[src/rtl/udp_response_builder_if.sv]
// AXI-Stream bundle shared by the body input and the frame output of the response builder.
interface udp_response_builder_if #(
  parameter int TDATA_WIDTH = 256,
  parameter int TUSER_WIDTH = 128
);
  localparam int TKEEP_WIDTH = TDATA_WIDTH / 8;

  logic [TDATA_WIDTH-1:0] tdata;
  logic [TKEEP_WIDTH-1:0] tkeep;
  logic [TUSER_WIDTH-1:0] tuser;
  logic                   tvalid;
  logic                   tlast;
  logic                   tready;

  modport master (output tdata, tkeep, tuser, tvalid, tlast, input tready);
  modport slave  (input tdata, tkeep, tuser, tvalid, tlast, output tready);
endinterface

[src/rtl/udp_response_builder.sv]
// Builds Ethernet/IPv4/UDP response frames: a fresh 42-byte header with swapped
// addresses, followed by the body stream shifted 10 bytes behind the header.
//
// state | meaning
// IDLE  | waiting for metadata, meta_ready high
// HDR0  | emitting header bytes 0-31
// BODY  | emitting 10 carried bytes plus 22 fresh body bytes per beat
// TAIL  | emitting the last carried body bytes after a long final beat
module udp_response_builder #(
  parameter int TDATA_WIDTH = 256,
  parameter int TUSER_WIDTH = 128
) (
  input  logic                   axis_aclk,
  input  logic                   axis_resetn,
  input  logic [47:0]            meta_src_mac_in,
  input  logic [47:0]            meta_dest_mac_in,
  input  logic [31:0]            meta_src_ip_in,
  input  logic [31:0]            meta_dest_ip_in,
  input  logic [15:0]            meta_src_port_in,
  input  logic [15:0]            meta_dest_port_in,
  input  logic [15:0]            meta_body_len_in,
  input  logic [TUSER_WIDTH-1:0] meta_tuser_in,
  input  logic                   meta_valid,
  output logic                   meta_ready,
  udp_response_builder_if.slave  body_in_axis,
  udp_response_builder_if.master packet_out_axis
);
  localparam int TKEEP_WIDTH = TDATA_WIDTH / 8;

  typedef enum logic [1:0] {IDLE, HDR0, BODY, TAIL} state_t;

  state_t                 state;
  logic [TDATA_WIDTH-1:0] hdr_beat;
  logic [79:0]            carry;
  logic [TUSER_WIDTH-1:0] user_q;
  logic [9:0]             tail_keep;

  logic [15:0]  ip_len, udp_len, frame_len, csum;
  logic [19:0]  csum_sum;
  logic [16:0]  fold1, fold2;
  logic [335:0] hdr_bits;
  logic [255:0] hdr_head;
  logic [79:0]  hdr_tail;
  logic         unused_bits;

  assign unused_bits = ^{meta_tuser_in[15:0], body_in_axis.tuser};

  always_comb begin
    ip_len    = meta_body_len_in + 16'd28;
    udp_len   = meta_body_len_in + 16'd8;
    frame_len = meta_body_len_in + 16'd42;
    csum_sum  = 20'h04500 + 20'(ip_len) + 20'h04000 + 20'h04011
              + 20'(meta_dest_ip_in[31:16]) + 20'(meta_dest_ip_in[15:0])
              + 20'(meta_src_ip_in[31:16]) + 20'(meta_src_ip_in[15:0]);
    fold1     = {1'b0, csum_sum[15:0]} + {13'b0, csum_sum[19:16]};
    fold2     = {1'b0, fold1[15:0]} + {16'b0, fold1[16]};
    csum      = ~fold2[15:0];
    // Addresses are swapped so the frame goes back to the requester.
    hdr_bits  = {meta_src_mac_in, meta_dest_mac_in, 16'h0800,
                 8'h45, 8'h00, ip_len, 16'h0000, 16'h4000, 8'h40, 8'h11, csum,
                 meta_dest_ip_in, meta_src_ip_in,
                 meta_dest_port_in, meta_src_port_in, udp_len, 16'h0000};
    hdr_head  = '0;
    hdr_tail  = '0;
    for (int i = 0; i < 32; i++) hdr_head[8*i +: 8] = hdr_bits[335-8*i -: 8];
    for (int j = 0; j < 10; j++) hdr_tail[8*j +: 8] = hdr_bits[335-8*(32+j) -: 8];
  end

  always_ff @(posedge axis_aclk or negedge axis_resetn) begin
    if (!axis_resetn) begin
      state      <= IDLE;
      meta_ready <= 1'b0;
      hdr_beat   <= '0;
      carry      <= '0;
      user_q     <= '0;
      tail_keep  <= '0;
    end else begin
      case (state)
        IDLE: begin
          if (meta_ready && meta_valid) begin
            hdr_beat   <= hdr_head;
            carry      <= hdr_tail;
            user_q     <= {meta_tuser_in[TUSER_WIDTH-1:16], frame_len};
            meta_ready <= 1'b0;
            state      <= HDR0;
          end else begin
            meta_ready <= 1'b1;
          end
        end
        HDR0: if (packet_out_axis.tready) state <= BODY;
        BODY: begin
          if (body_in_axis.tvalid && packet_out_axis.tready) begin
            carry <= body_in_axis.tdata[255:176];
            if (body_in_axis.tlast) begin
              // tkeep is contiguous, so byte 22 present means more than 22 bytes.
              if (body_in_axis.tkeep[22]) begin
                tail_keep <= body_in_axis.tkeep[31:22];
                state     <= TAIL;
              end else begin
                meta_ready <= 1'b1;
                state      <= IDLE;
              end
            end
          end
        end
        TAIL: begin
          if (packet_out_axis.tready) begin
            meta_ready <= 1'b1;
            state      <= IDLE;
          end
        end
        default: state <= IDLE;
      endcase
    end
  end

  always_comb begin
    body_in_axis.tready    = 1'b0;
    packet_out_axis.tvalid = 1'b0;
    packet_out_axis.tlast  = 1'b0;
    packet_out_axis.tdata  = '0;
    packet_out_axis.tkeep  = '0;
    packet_out_axis.tuser  = '0;
    case (state)
      HDR0: begin
        packet_out_axis.tvalid = 1'b1;
        packet_out_axis.tdata  = hdr_beat;
        packet_out_axis.tkeep  = '1;
        packet_out_axis.tuser  = user_q;
      end
      BODY: begin
        body_in_axis.tready    = packet_out_axis.tready;
        packet_out_axis.tvalid = body_in_axis.tvalid;
        packet_out_axis.tdata  = {body_in_axis.tdata[175:0], carry};
        if (body_in_axis.tlast && !body_in_axis.tkeep[22]) begin
          packet_out_axis.tlast = 1'b1;
          packet_out_axis.tkeep = {body_in_axis.tkeep[21:0], 10'h3FF};
        end else begin
          packet_out_axis.tkeep = {TKEEP_WIDTH{1'b1}};
        end
      end
      TAIL: begin
        packet_out_axis.tvalid = 1'b1;
        packet_out_axis.tlast  = 1'b1;
        packet_out_axis.tdata  = {176'b0, carry};
        packet_out_axis.tkeep  = {22'b0, tail_keep};
      end
      default: ;
    endcase
  end
endmodule

[src/flat_wrapper.sv]
// flat-port wrapper written by rule: the top's interface ports become plain ports
module udp_response_builder_flat 
#(
  parameter int TDATA_WIDTH = 256,
  parameter int TUSER_WIDTH = 128
)
  (axis_aclk, axis_resetn, meta_src_mac_in, meta_dest_mac_in, meta_src_ip_in, meta_dest_ip_in, meta_src_port_in, meta_dest_port_in, meta_body_len_in, meta_tuser_in, meta_valid, meta_ready, body_in_axis_tdata, body_in_axis_tkeep, body_in_axis_tuser, body_in_axis_tvalid, body_in_axis_tlast, body_in_axis_tready, packet_out_axis_tdata, packet_out_axis_tkeep, packet_out_axis_tuser, packet_out_axis_tvalid, packet_out_axis_tlast, packet_out_axis_tready);
  udp_response_builder_if #(.TDATA_WIDTH(TDATA_WIDTH), .TUSER_WIDTH(TUSER_WIDTH)) body_in_axis_i ();
  udp_response_builder_if #(.TDATA_WIDTH(TDATA_WIDTH), .TUSER_WIDTH(TUSER_WIDTH)) packet_out_axis_i ();
  input  logic axis_aclk;
  input  logic axis_resetn;
  input  logic [47:0] meta_src_mac_in;
  input  logic [47:0] meta_dest_mac_in;
  input  logic [31:0] meta_src_ip_in;
  input  logic [31:0] meta_dest_ip_in;
  input  logic [15:0] meta_src_port_in;
  input  logic [15:0] meta_dest_port_in;
  input  logic [15:0] meta_body_len_in;
  input  logic [TUSER_WIDTH-1:0] meta_tuser_in;
  input  logic meta_valid;
  output logic meta_ready;
  input wire logic [$bits(body_in_axis_i.tdata)-1:0] body_in_axis_tdata;
  input wire logic [$bits(body_in_axis_i.tkeep)-1:0] body_in_axis_tkeep;
  input wire logic [$bits(body_in_axis_i.tuser)-1:0] body_in_axis_tuser;
  input wire logic [$bits(body_in_axis_i.tvalid)-1:0] body_in_axis_tvalid;
  input wire logic [$bits(body_in_axis_i.tlast)-1:0] body_in_axis_tlast;
  output wire logic [$bits(body_in_axis_i.tready)-1:0] body_in_axis_tready;
  output wire logic [$bits(packet_out_axis_i.tdata)-1:0] packet_out_axis_tdata;
  output wire logic [$bits(packet_out_axis_i.tkeep)-1:0] packet_out_axis_tkeep;
  output wire logic [$bits(packet_out_axis_i.tuser)-1:0] packet_out_axis_tuser;
  output wire logic [$bits(packet_out_axis_i.tvalid)-1:0] packet_out_axis_tvalid;
  output wire logic [$bits(packet_out_axis_i.tlast)-1:0] packet_out_axis_tlast;
  input wire logic [$bits(packet_out_axis_i.tready)-1:0] packet_out_axis_tready;
  assign body_in_axis_i.tdata = body_in_axis_tdata;
  assign body_in_axis_i.tkeep = body_in_axis_tkeep;
  assign body_in_axis_i.tuser = body_in_axis_tuser;
  assign body_in_axis_i.tvalid = body_in_axis_tvalid;
  assign body_in_axis_i.tlast = body_in_axis_tlast;
  assign body_in_axis_tready = body_in_axis_i.tready;
  assign packet_out_axis_tdata = packet_out_axis_i.tdata;
  assign packet_out_axis_tkeep = packet_out_axis_i.tkeep;
  assign packet_out_axis_tuser = packet_out_axis_i.tuser;
  assign packet_out_axis_tvalid = packet_out_axis_i.tvalid;
  assign packet_out_axis_tlast = packet_out_axis_i.tlast;
  assign packet_out_axis_i.tready = packet_out_axis_tready;
  udp_response_builder #(.TDATA_WIDTH(TDATA_WIDTH), .TUSER_WIDTH(TUSER_WIDTH)) u_core (.axis_aclk(axis_aclk), .axis_resetn(axis_resetn), .meta_src_mac_in(meta_src_mac_in), .meta_dest_mac_in(meta_dest_mac_in), .meta_src_ip_in(meta_src_ip_in), .meta_dest_ip_in(meta_dest_ip_in), .meta_src_port_in(meta_src_port_in), .meta_dest_port_in(meta_dest_port_in), .meta_body_len_in(meta_body_len_in), .meta_tuser_in(meta_tuser_in), .meta_valid(meta_valid), .meta_ready(meta_ready), .body_in_axis(body_in_axis_i), .packet_out_axis(packet_out_axis_i));
endmodule
[config.mk]
export PLATFORM = sky130hd
export DESIGN_NAME = udp_response_builder_flat
export DESIGN_NICKNAME = d
export VERILOG_FILES = /design/src/rtl/udp_response_builder_if.sv /design/src/rtl/udp_response_builder.sv /design/src/flat_wrapper.sv
export SDC_FILE = /design/constraint.sdc
export NUM_CORES = 1
export LEC_CHECK = 0
export ABC_AREA = 0
export CAP_MARGIN = 20
export CORE_AREA = 2 2 464 466
export CTS_BUF_LIST = sky130_fd_sc_hd__clkbuf_2 sky130_fd_sc_hd__clkbuf_4 sky130_fd_sc_hd__clkbuf_8
export DETAILED_ROUTE_END_ITERATION = 10
export DIE_AREA = 0 0 466 468
export GPL_ROUTABILITY_DRIVEN = 0
export PLACE_DENSITY = 0.36
export SLEW_MARGIN = 20
export SYNTH_ARGS = -nofsm -noshare
export SYNTH_HDL_FRONTEND = slang
export SYNTH_SLANG_ARGS = --single-unit
[constraint.sdc]
create_clock -name axis_aclk -period 2.2 [get_ports axis_aclk]
set_input_delay 0.44 -clock axis_aclk [delete_from_list [all_inputs] [get_ports axis_aclk]]
set_output_delay 0.44 -clock axis_aclk [all_outputs]
set_load 0.01 [all_outputs]
# Word level (Yosys, flattened, before mapping)
# Index checks and enable logic that the tools add are counted.
dict set report word_totals {
  regBits 405
  output_inout_bits 420
  elab_cells 65
}
dict set report op_classes {
  n_addsub 12
  eq_ne 9
  mux 24
  bitwise_logic 1
  reduce_logical 13
}
# op n
set op_table {}
lappend op_table {{case mux 256 bit (3 select lines)} 1}
lappend op_table {{two-way mux 80 bit} 2}
lappend op_table {{case mux 80 bit (2 select lines)} 1}
lappend op_table {{two-way mux 128 bit} 1}
lappend op_table {{case mux 32 bit (3 select lines)} 1}
lappend op_table {{adder 20 x 16 -> 20 bit} 4}
lappend op_table {{adder 20 x 15 -> 20 bit (second input constant)} 2}
lappend op_table {{two-way mux 32 bit} 1}
lappend op_table {{adder 15 x 16 -> 17 bit (first input constant)} 1}
lappend op_table {{adder 16 x 4 -> 17 bit} 1}
lappend op_table {{adder 16 x 1 -> 16 bit} 1}
lappend op_table {{adder 16 x 4 -> 16 bit (second input constant)} 1}
lappend op_table {{adder 16 x 5 -> 16 bit (second input constant)} 1}
lappend op_table {{adder 16 x 6 -> 16 bit (second input constant)} 1}
lappend op_table {{inverter 16 bit} 1}
lappend op_table {{two-way mux 2 bit} 6}
lappend op_table {{AND reduction 5 bit} 2}
lappend op_table {{inequality test 2 bit (second input constant)} 4}
lappend op_table {{case mux 2 bit (4 select lines)} 1}
lappend op_table {{two-way mux 1 bit} 7}
lappend op_table {{== test 2 bit (second input constant)} 2}
lappend op_table {{inequality test 2 x 1 -> 1 bit (second input constant)} 2}
lappend op_table {{case mux 1 bit (2 select lines)} 2}
lappend op_table {{AND reduction 4 bit} 1}
lappend op_table {{10 further kinds} 12}

# Longest topological paths before layout
dict set report logic_depth {
  depth_word 11
  mapped_depth 41
  depth_no_buf 40
}

# Worst setup path before layout
# Ideal clock, no wire load.
dict set report synth_timing {
  path_kind {input-to-reg}
  start {input port meta_body_len_in[3]}
  end {register u_core.hdr_beat[198]}
  t_arrival_ns 8.186
  t_required_ns 2.126
  path_slack_ns -6.060
  cell_stages 38
  path_cell_list {inv_1 ha_1 inv_1 o21ai_0 nor2_1 xnor2_1 o21ai_0 xnor2_1 fa_1 inv_1 fa_1 inv_1 fa_1 ha_1 clkbuf_2 a21oi_1 nand2_1 a21oi_1 (+2 left out) a21o_1 a21o_1 a21o_1 xnor2_1 fa_1 nor2b_1 o211a_1 and3_2 and4_1 ha_1 nor2b_1 nand2_1 nor3_1 o211ai_1 nor2_1 nand4_2 mux2_4 o21ai_2}
}
dict set report synth_between {
  elab_chain_cells 11
}
# element line_no
set synth_rtl {}
lappend synth_rtl {{start: declaration} flat_wrapper.sv:18} ;# input logic [15:0] meta_body_len_in;
lappend synth_rtl {{adder 16 x 5 -> 16 bit} udp_response_builder.sv:49} ;# ip_len = meta_body_len_in + 16'd28;
lappend synth_rtl {{adder 15 x 16 -> 17 bit} udp_response_builder.sv:52} ;# csum_sum = 20'h04500 + 20'(ip_len) + 20'h04000 + 20'h04011
lappend synth_rtl {{adder 20 x 15 -> 20 bit (2 in series)} udp_response_builder.sv:52}
lappend synth_rtl {{adder 20 x 16 -> 20 bit (2 in series)} udp_response_builder.sv:53} ;# + 20'(meta_dest_ip_in[31:16]) + 20'(meta_dest_ip_in[15:0])
lappend synth_rtl {{adder 20 x 16 -> 20 bit (2 in series)} udp_response_builder.sv:54} ;# + 20'(meta_src_ip_in[31:16]) + 20'(meta_src_ip_in[15:0]);
lappend synth_rtl {{adder 16 x 4 -> 17 bit} udp_response_builder.sv:55} ;# fold1 = {1'b0, csum_sum[15:0]} + {13'b0, csum_sum[19:16]};
lappend synth_rtl {{adder 16 x 1 -> 16 bit} udp_response_builder.sv:56} ;# fold2 = {1'b0, fold1[15:0]} + {16'b0, fold1[16]};
lappend synth_rtl {{inverter 16 bit} udp_response_builder.sv:57} ;# csum = ~fold2[15:0];
lappend synth_rtl {{end signal: assignment} udp_response_builder.sv:81} ;# hdr_beat <= hdr_head;
lappend synth_rtl {{end: declaration} udp_response_builder.sv:33} ;# logic [TDATA_WIDTH-1:0] hdr_beat;
# No other way between the ends.
# A chain may end at the register's enable or synchronous reset.

# Worst setup path in the final report
dict set report layout_timing {
  start {input port meta_body_len_in[2]}
  end {register u_core.hdr_beat[196]}
}
dict set report layout_between {
  elab_chain_cells 11
}
# element line_no
set layout_rtl {}
lappend layout_rtl {{adder 16 x 5 -> 16 bit} udp_response_builder.sv:49}
lappend layout_rtl {{net u_core.ip_len[2]} udp_response_builder.sv:38} ;# logic [15:0] ip_len, udp_len, frame_len, csum;
lappend layout_rtl {{adder 15 x 16 -> 17 bit} udp_response_builder.sv:52}
lappend layout_rtl {{adder 20 x 15 -> 20 bit (2 in series)} udp_response_builder.sv:52}
lappend layout_rtl {{adder 20 x 16 -> 20 bit (2 in series)} udp_response_builder.sv:53}
lappend layout_rtl {{adder 20 x 16 -> 20 bit (2 in series)} udp_response_builder.sv:54}
lappend layout_rtl {{adder 16 x 4 -> 17 bit} udp_response_builder.sv:55}
lappend layout_rtl {{adder 16 x 1 -> 16 bit} udp_response_builder.sv:56}
lappend layout_rtl {{inverter 16 bit} udp_response_builder.sv:57}
# The timed path passes the listed nets, and every way through them passes these cells.

==> metrics.md <==
| Metric | Value |
|---|---|
| CTS tree | `done` |
| Synth warn | `0` |
| P&R area growth vs syn | `116.4%` |
| CTS H-Tree Depth | `3` |
| Top cell by count, worst path | `a21o_1` |
| Seq pwr share | `0.176` |
| # fillers | `23160` |
| Worst rel slew slack | `0.6581` |
| Worst slew pin tran | `0.5092 ns` |
| Skew-Pair Late Insertion Delay | `0.89 ns` |
| Horiz. Die Dim | `466 µm` |
| DIE AREA | `218100 µm²` |
| Vias in the first global route | `27207` |
| Setup ws final | `-4.531 ns` |
| Post-Layout Cell Count | `7264` |
| Design area | `49130 µm²` |
| R2r endpoint | `u_core.carry[59]$_DFFE_PN0P_` |
| Overflow after GRT | `0` |
| Setup TNS | `-397.65 ns` |
| Post-Syn Instances | `2685` |
| I/O pins | `1178` |
| Final core occ | `0.2303` |
| Setup CP Type | `primary input to flop` |
| Gr usage total | `0.1738` |
| RSZ-0062 raised after global routing | `yes` |
| Layout cells sized above 1 | `0.3789` |
| Worst Hold Class | `primary input to flop` |
| Psw | `0.03198 W` |
| Root buffer cell | `clkbuf_8` |
| Fin Hold WS | `0.1030 ns` |
| Internal cell power | `0.04382 W` |
| Global-route wire length before repair | `253000 µm` |
| Critical Path RT | `2.99 ns` |
| Period utilization | `3.060` |
| DRC errors left | `0` |
| Cell taking the most area after synthesis | `dfrtp_1` |
| Netlist Area Pre-Place | `22700 µm²` |
| Dpl cells | `6748` |
| Post-synthesis sequential area ratio | `0.4377` |
| Antenna violations before repair | `121` |
| Avg Inst Size Synth | `8.454 µm²` |
| Cell Rows | `170` |
| Crit path time final | `6.731 ns` |
| DP Area | `40830 µm²` |
| Synth Flop Type | `dfrtp_1` |
| Failing checks | `setup timing` |
| MaxCap Viol Count | `0` |
| Port Buf Inserts | `1033` |
| Synthesis-stage register bit count | `397` |
| First-pass iteration count of the detailed router | `5` |
| Core area | `213300 µm²` |
| Clock Power Share | `0.129` |
| Hold Violations, Final | `0` |
| Wire length per cell | `27.33 µm` |
| WHS Path Cells | `4` |
| CP startpoint kind | `primary input` |
| CP max stage cell | `fa_1` |
| Max Slew Vio Count | `0` |
| Largest net degree at the start of global routing | `67` |
| Crit path largest cell delay | `0.55 ns` |
| Hold path start | `meta_body_len_in[3]` |
| Initial DRC Count | `1358` |
| Endpoints failing setup | `526` |
| CTS buffer count | `90` |
| Number of synthesized flops with an enable pin | `0` |
| CTS Sinks | `397` |
| Worst reg-to-reg path cell count | `14` |
| CP arrival | `7.52 ns` |
| Leakage Power | `22.63 nW` |
| Synth area leaders | `dfrtp_1 (44%), nand2_1 (17%), and2_1 (5.6%)` |
| Initial Util | `0.1064` |
| Status | `finished with violations` |
| Hold EP | `u_core.hdr_beat[139]$_DFFE_PN0P_` |
| Synth cell types | `72` |
| Peak supply drop | `719.7 µV` |
| DR vias/cell | `3.618` |
| Placed wire-length estimate | `157300 µm` |
| Clock skew | `0.08380 ns` |
| Max Buffers Root-to-Sink | `3` |
| Vias post-DR | `26282` |
| Synth top area share | `0.4377` |
| Layout net count | `5195` |
| Worst setup EP type | `flop` |
| Sw frac | `0.4219` |
| Total Wirelength | `198500 µm` |
| FF-to-FF Start | `u_core.state[1]$_DFFE_PN0P_` |
| Pwr Density | `1543 nW/µm²` |
| Routed Antenna Nets | `0` |
| DIE HEIGHT | `468 µm` |
| Setup slack, reg-to-reg | `-0.38 ns` |
| Highest clock rate | `148.6 MHz` |
| Syn Nets | `3539` |
| Max Fanout on Critical Path | `8` |
| Ys async rst share | `1.000` |
| Reg clk slew, reported paths | `0.05 ns` |
| Combinational Power Share | `0.695` |
-- power groups by stage --
stage	Combinational (W)	Sequential (W)	Clock (W)
floorplan	0.0172	0.0119	0
global placement	0.0407	0.0132	0
detailed placement	0.0406	0.0132	0
CTS	0.0493	0.0132	0.0102
global route	0.0565	0.0137	0.0105
finish	0.0527	0.0133	0.00979
-- registers in the layout, summed over array words and instances (netlist names) --
signal             flops
u_core.hdr_beat      176
u_core.carry          80
u_core.tail_keep      10
u_core.user_q        128
u_core.state           2
u_core.meta_ready      1
-- logic make-up (layout without fill, tap and decap cells) --
kind of cell | count (synthesis) | count (layout) | share of synthesized area
AOI/OAI and AO/OA | 457 | 457 | 0.1391
xor gates and xnor gates | 62 | 62 | 0.02425
adders and majority gates | 96 | 96 | 0.06912
buffers and inverters | 261 | 1978 | 0.04509
DFF | 397 | 397 | 0.4377
muxes | 63 | 63 | 0.02861
other | 0 | 24 | 0
and+or+nand+nor | 1349 | 1349 | 0.2562
-- worst max-delay path by stage --
| stage | cells past startpoint | end | startpoint | slack, ns |
|---|---|---|---|---|
| final | 43 | u_core.hdr_beat[196]$_DFFE_PN0P_ | meta_body_len_in[2] | -4.53 |
| after global routing | 41 | u_core.hdr_beat[199]$_DFFE_PN0P_ | meta_body_len_in[2] | -4.87 |
| after CTS | 39 | u_core.hdr_beat[198]$_DFFE_PN0P_ | meta_body_len_in[3] | -4.39 |
| after detailed placement | 39 | u_core.hdr_beat[198]$_DFFE_PN0P_ | meta_body_len_in[3] | -6.18 |
| after global placement | 39 | u_core.hdr_beat[198]$_DFFE_PN0P_ | meta_body_len_in[3] | -6.17 |
| after floorplan | 41 | u_core.hdr_beat[198]$_DFFE_PN0P_ | meta_body_len_in[3] | -5.20 |
-- critical path: cells and delay by family --
| family | cells | cell delay [ns] |
|---|---|---|
| fa+ha+maj | 7 | 2.36 |
| simple gates | 12 | 1.56 |
| compound gates | 10 | 1.58 |
| xor+xnor | 3 | 0.44 |
| buf+inv | 11 | 1.11 |
-- cell usage in the layout, fill, tap and decap left out, drive strengths merged, types with 56 or more instances in the layout --
cell type and n:
nand2 1007, clkbuf 166, clkdlybuf4s50 604, inv 83, nor2 56, a22o 139, buf 1041, dfrtp 397
dlygate4sd3 61, and2 203, o21ai 181
-- layer usage --
metal	global-route usage	routed length [µm]	share of wire	up-vias
met1	0.2022	79780	0.40	12670
li1	-	-	-	12106
met2	0.2973	94700	0.48	1122
met5	0	54	0.00027	-
met4	0.05426	7360	0.037	8
met3	0.06061	16610	0.084	376
-- synthesized netlist by cell type, types with 10 or more instances --
master	number
buf_1	10
or3_1	10
and2_1	203
a21oi_1	39
a21o_1	17
nand3_1	11
o21a_1	40
nand2_1	1007
nor2_1	56
dfrtp_1	397
xnor2_1	41
mux2_2	11
inv_1	79
fa_1	49
ha_1	47
a22o_1	139
o21ai_0	179
mux2i_1	51
xor2_1	20
clkbuf_1	165
nor3_1	10
-- area by class of cell --
| type | instances | area, µm² | area share |
|---|---|---|---|
| Antenna cell | 24 | 60.06 | 0.001222 |
| Clock inverter | 21 | 319.1 | 0.006494 |
| Clock buffer | 132 | 1679 | 0.03418 |
| Multi-Input combinational cell | 2027 | 13560 | 0.2760 |
| Tap cell | 2838 | 3551 | 0.07228 |
| Timing Repair Buffer | 1746 | 19700 | 0.4009 |
| Inverter | 79 | 322.8 | 0.006571 |
| Sequential cell | 397 | 9940 | 0.2023 |
-- metrics by stage --
stage,worst slack (ns),power (W)
global placement,-6.166,0.05389
finish,-4.531,0.07580
floorplan,-5.202,0.02913
detailed placement,-6.178,0.05383
global route,-4.869,0.08076
CTS,-4.394,0.07275
-- what timing repair did --
| item | in CTS | in global routing |
|---|---|---|
| pin swaps | 149 | 185 |
| hold buffers | 60 | 1 |
| buffers inserted | 171 | 112 |
| setup endpoints to repair | 769 | 657 |
| gates cloned | 36 | 22 |
| hold endpoints to repair | 405 | 1 |
| gates resized for setup | 1464 | 665 |
Power figures use the tool's default switching activity.
